[src/rtl/debounce_pulse.sv]
// Debounces a raw button/switch input into a clean, clock-synchronous level plus
// one-cycle rise/fall pulses.
// Latency: STABLE_CYCLES+3 clk edges from a stable input change to level/pulse
// (2 sync + 1 detect + STABLE_CYCLES count).
// Backpressure: none; free-running conditioner, the input is sampled every cycle.
//
// Ports:
//   clk     system clock, all state on rising edge
//   rst     asynchronous active-low reset
//   btn_in  raw asynchronous button level (may bounce)
//   level   debounced, synchronised level
//   rise    one-cycle pulse on level 0->1
//   fall    one-cycle pulse on level 1->0
module debounce_pulse #(
  parameter int STABLE_CYCLES = 1000,
  parameter int CNT_WIDTH     = 10
) (
  input  logic clk,
  input  logic rst,
  input  logic btn_in,
  output logic level,
  output logic rise,
  output logic fall
);

  typedef enum logic [1:0] {
    IDLE_LOW  = 2'd0,
    WAIT_HIGH = 2'd1,
    IDLE_HIGH = 2'd2,
    WAIT_LOW  = 2'd3
  } state_t;

  // Terminal count: the wait state exits here, so cnt never wraps.
  localparam logic [CNT_WIDTH-1:0] CNT_LAST = CNT_WIDTH'(STABLE_CYCLES - 1);

  logic                 sync_meta;
  logic                 sync;
  state_t               state;
  state_t               state_nxt;
  logic [CNT_WIDTH-1:0] cnt;
  logic [CNT_WIDTH-1:0] cnt_nxt;
  logic                 level_nxt;
  logic                 rise_nxt;
  logic                 fall_nxt;
  logic                 accept_high;
  logic                 accept_low;

  // Two-flop synchroniser; only sync is seen by the FSM.
  always_ff @(posedge clk or negedge rst) begin
    if (!rst) begin
      sync_meta <= 1'b0;
      sync      <= 1'b0;
    end else begin
      sync_meta <= btn_in;
      sync      <= sync_meta;
    end
  end

  // State, counter and registered outputs.
  always_ff @(posedge clk or negedge rst) begin
    if (!rst) begin
      state <= IDLE_LOW;
      cnt   <= '0;
      level <= 1'b0;
      rise  <= 1'b0;
      fall  <= 1'b0;
    end else begin
      state <= state_nxt;
      cnt   <= cnt_nxt;
      level <= level_nxt;
      rise  <= rise_nxt;
      fall  <= fall_nxt;
    end
  end

  // Next-state and counter logic.
  always_comb begin
    state_nxt = state;
    cnt_nxt   = cnt;
    case (state)
      IDLE_LOW: begin
        if (sync) begin
          state_nxt = WAIT_HIGH;
          cnt_nxt   = '0;
        end
      end
      WAIT_HIGH: begin
        if (!sync) begin
          // Bounce: drop back without any pulse.
          state_nxt = IDLE_LOW;
          cnt_nxt   = '0;
        end else if (cnt == CNT_LAST) begin
          state_nxt = IDLE_HIGH;
          cnt_nxt   = '0;
        end else begin
          cnt_nxt = cnt + 1'b1;
        end
      end
      IDLE_HIGH: begin
        if (!sync) begin
          state_nxt = WAIT_LOW;
          cnt_nxt   = '0;
        end
      end
      WAIT_LOW: begin
        if (sync) begin
          state_nxt = IDLE_HIGH;
          cnt_nxt   = '0;
        end else if (cnt == CNT_LAST) begin
          state_nxt = IDLE_LOW;
          cnt_nxt   = '0;
        end else begin
          cnt_nxt = cnt + 1'b1;
        end
      end
      default: begin
        state_nxt = IDLE_LOW;
        cnt_nxt   = '0;
      end
    endcase
  end

  // Output logic: pulses are computed on the accepting transition and
  // registered, so each lands in the first cycle of the new idle state.
  always_comb begin
    accept_high = (state == WAIT_HIGH) && sync  && (cnt == CNT_LAST);
    accept_low  = (state == WAIT_LOW)  && !sync && (cnt == CNT_LAST);
    rise_nxt    = accept_high;
    fall_nxt    = accept_low;
    level_nxt   = level;
    if (accept_high) begin
      level_nxt = 1'b1;
    end else if (accept_low) begin
      level_nxt = 1'b0;
    end
  end

endmodule
[config.mk]
export PLATFORM = sky130hd
export DESIGN_NAME = debounce_pulse
export DESIGN_NICKNAME = d
export VERILOG_FILES = /design/src/rtl/debounce_pulse.sv
export SDC_FILE = /design/constraint.sdc
export NUM_CORES = 1
export LEC_CHECK = 0
export ABC_AREA = 0
export CELL_PAD_IN_SITES_DETAIL_PLACEMENT = 1
export CELL_PAD_IN_SITES_GLOBAL_PLACEMENT = 1
export CORE_MARGIN = 2
export CORE_UTILIZATION = 44
export DETAILED_ROUTE_END_ITERATION = 10
export PLACE_DENSITY = 0.85
export SLEW_MARGIN = 20
export SYNTH_ARGS = -nofsm -noshare
export SYNTH_HDL_FRONTEND = slang
export SYNTH_SLANG_ARGS = --single-unit
[constraint.sdc]
create_clock -name clk -period 1.95 [get_ports clk]
set_clock_uncertainty 0.05 [all_clocks]
set_input_delay 0.39 -clock clk [delete_from_list [all_inputs] [get_ports clk]]
set_output_delay 0.39 -clock clk [all_outputs]
set_load 0.01 [all_outputs]
; ---- After elaboration in Yosys (flattened, before gate mapping)
; Cells that the tools add are included.
[totals]
register_bits = 17
latch_bits = 0
ram_bits = 0
mem_bits_ro = 0
in_bits = 3
n_memories = 0
[classes]
addsub = 1
n_mul = 0
div_mod_pow = 0
magnitude_cmp = 0
n_eq_ne = 8
shift = 0
muxes = 15
bitwise_logic = 0
n_reduce_logical = 9
[op_table]
columns = op, count
row1 = $mux 10, 5
row2 = $pmux 10 s4, 1
row3 = $mux 2, 6
row4 = $add 10x1->10 const B, 1
row5 = $eq 10x10->1 const B, 1
row6 = $pmux 2 s4, 1
row7 = $ne 3x3->1 const B, 2
row8 = $eq 2x2->1 const B, 2
row9 = $logic_and 1x1->1, 4
row10 = $ne 2x2->1 const B, 2
row11 = $reduce_and 4->1, 1
row12 = $eq 2x1->1 const B, 1
row13 = $logic_not 2->1, 1
row14 = $mux 1, 2
row15 = $reduce_and 2->1, 1
row16 = $reduce_bool 2->1, 1
row17 = $logic_not 1->1, 1

; ---- Logic depth before layout (Yosys ltp)
[logic_depth]
depth_word = 5
mapped_depth = 5
ltp_nobuf = 5

; ---- Least setup slack after synthesis
; No wires, ideal clock.
[synth_timing]
path_type = reg2reg
from = register cnt[0]
to = register cnt[3]
setup_time_ns = 0.126
arrival_ns = 1.416
path_slack_ns = 0.358
path_stages_with_launch = 6
n_path_buf = 0
period_less_slack_ns = 1.592
path_cell_list = dfrtp_1 > ha_1 > and4b_1 > nor3b_4 > nor2_2 > a221o_1
[synth_via]
elab_chain_len = 4
[synth_rtl]
columns = item, line
row1 = from (decl), 40  ; logic [CNT_WIDTH-1:0] cnt;
row2 = from (signal assigned), 69  ; cnt <= cnt_nxt;
row3 = $add 10x1->10 or $eq 10x10->1 (tied branches), n/a
row4 = $mux 10 (*), "92, 109"
row5 = "$mux 10, on equally long branches", "106, 88"
row6 = $pmux 10 s4 (*), 80  ; case (state)
; Every way passes the cells marked *; elsewhere a longest branch is shown, timed or not.
; A chain may end at the register's enable or synchronous reset.

; ---- Worst setup path after layout
; Same ends and word-level chain as after synthesis.

==> run metrics <==
Synth cell types=36; first-pass iteration count of the detailed router=3; I/O pins=6; Clock Latency Late Sink=around 0.28 ns; maximum clock path buffer count=2; power per cell area=approximately 600 nW/µm²; vias in the first global route=about 570; final hold violations=0; Remaining Overflow, GRT=0; synthesized area=around 830 µm²; cell area after placement=around 920 µm²; setup repair bufs after CTS=0; Yosys reg bits=17; total chip power=approximately 580 µW; vias=617; fin nets=86; PortBufs=5; post-synthesis sequential area ratio=51.0%; Final Max Slew Viols=0; Chip Height=around 48 µm; max-cap viol count=0; RSZ-0062 raised after global routing=false; Clock transition at path regs=~0.080 ns; post-route ant nets=0; WP data arrival=1.90 ns; largest net degree at the start of global routing=18; ys async rst share=100%; core area=1760 µm²; post-detail-place hpwl=1290 µm; Area growth, synth to finish=13.8%; global-route wire length before repair=2610 µm; Critical Path RT=around 2.1 ns; Final Routed Wirelength=approximately 1700 µm; VDD IR max=between 0.0003 and 0.0004 V; Worst Setup Start Kind=register; final core occ=53.8%; post-CTS resize count=0; worst hold path type=reg2reg; slew margin rel.=between 70% and 80%; Sink Count=17; run status=completed; row cnt=15; Yosys warning total=0; CTS tree=built; initial antenna violation count=0; Tot GR Track Use=17.6%; EDFF count, synth=0; Syn Inst Count=approximately 70; final setup violation count=0; Avg Inst Size Synth=between 10 and 15 µm²; Clk Tree Root Cell=clkbuf_4; P_leak=between 0.0004 and 0.0005 µW; starting density of the core=47.3%; endpoint type of the worst setup path=register; final worst-path cycle share=91.0%; Top FF cell, synth=dfrtp_1; GP Congestion=0.782; crit path time final=about 1.8 ns; ANT cells=0; H-tree depth=1; worst-path maximum fanout=6; area of the die=2260 µm²; Final TNS setup=0 ns; Min Hold Slack=approximately 0.33 ns; initial drt markers=4; Num CTS Buffers=3; # hold bufs at CTS=0; # DRC=0; fmax=564 MHz; worst slew pin tran=roughly 0.4 ns; fin area=between 900 and 1000 µm²; share of cells above drive strength 1=between 10% and 20%; syn_nets=75; Die Wd=47.6 µm; Crit Path Category=reg2reg; number of vias per cell=5.82; wire per inst=approximately 16 µm
metrics by stage:
stage	setup slack, ns	std cells
2_1_floorplan	0.358	71
3_3_place_gp	0.285	102
3_5_place_dp	0.177	102
4_1_cts	0.163	106
5_1_grt	0.0756	106
6_report	0.176	106
cell usage after synthesis, types with 2 or more instances:
| cell type | number | area, µm² |
|---|---|---|
| dfrtp_1 | 17 | 425 |
| a22o_1 | 4 | 35.0 |
| nand2_1 | 3 | 11.3 |
| nand3_1 | 3 | 15.0 |
| nor3_1 | 3 | 15.0 |
| nor3b_1 | 3 | 22.5 |
| a21o_1 | 2 | 15.0 |
| a21oi_1 | 2 | 10.0 |
| and2_1 | 2 | 12.5 |
| mux2_2 | 2 | 22.5 |
| nand4_1 | 2 | 12.5 |
| nor2_2 | 2 | 12.5 |
| o21ai_0 | 2 | 10.0 |
| xor2_1 | 2 | 17.5 |
power by group:
part | switching, µW | internal, µW
registers | 9.54 | 359
logic | 20.4 | 13.6
clock network | 94.8 | 79.4
cells in the final DEF (no fill, tap or decap), types with 2 or more instances in the layout:
| cell | synthesis | final |
|---|---|---|
| clkdlybuf4s50_1 | 0 | 5 |
| o21ai_0 | 2 | 2 |
| nand3_1 | 3 | 3 |
| nor3_1 | 3 | 3 |
| and2_1 | 2 | 2 |
| nor2_2 | 2 | 2 |
| nand4_1 | 2 | 2 |
| a22o_1 | 4 | 4 |
| mux2_2 | 2 | 2 |
| xor2_1 | 2 | 2 |
| nand2_1 | 3 | 3 |
| nor3b_1 | 3 | 3 |
| clkbuf_4 | 0 | 3 |
| a21oi_1 | 2 | 2 |
| dfrtp_1 | 17 | 17 |
| a21o_1 | 2 | 2 |
worst paths after layout:
path / slack, ns / startpoint / endpoint / cells past startpoint
setup reg to reg: 0.18 / cnt[0]$_DFFE_PN0P_ / cnt[3]$_DFFE_PN0P_ / 5
hold reg to reg: 0.33 / sync_meta$_DFF_PN0_ / sync$_DFF_PN0_ / 0
max in group asynchronous: 1.28 / rst / cnt[2]$_DFFE_PN0P_ / 2
setup / recovery: 0.18 / cnt[0]$_DFFE_PN0P_ / cnt[3]$_DFFE_PN0P_ / 5
min in group asynchronous: 0.38 / rst / cnt[6]$_DFFE_PN0P_ / 2
hold / removal: 0.33 / sync_meta$_DFF_PN0_ / sync$_DFF_PN0_ / 0
logic make-up (layout without fill, tap and decap cells):
family	after synthesis	after routing	share of synthesized area, %
adder cells (fa/ha/maj)	1	1	1.50
buffers and inverters	1	11	0.449
AO/OA/AOI/OAI	17	17	14.7
XOR/XNOR	4	4	5.10
flip-flops	17	17	51.0
multiplexers	2	2	2.70
AND/OR/NAND/NOR	29	29	24.6
sequential cells by signal, summed over array words and instances, names as in the netlist, named ones only:
name and flops:
state 1, level 1, sync 1, fall 1, sync_meta 1, rise 1, cnt 10
critical path, cell delays in order (launching register included):
cell and delay, ns:
dfrtp_1 0.41, ha_1 0.24, and4b_1 0.26, nor3b_4 0.29
nor2_2 0.13, a221o_1 0.30
routing by layer:
metal	routed length (µm)	part of all wire, %	global-route usage (%)	vias to the layer above
met5	0	0	0	-
met4	12	0.72	4.86	0
met3	59	3.5	7.92	2
met2	818	49	28.6	8
met1	783	47	21.2	313
li1	-	-	-	294
area by class of cell:
cell class                 instances  area (µm²)
clock buffer                       4        26.3
fill                             214         815
tap                               25        31.3
sequential                        17         425
inverter                           1        3.75
multi-input combinational         53         405
timing repair buffer               6        57.6
Power figures use the tool's default switching activity.
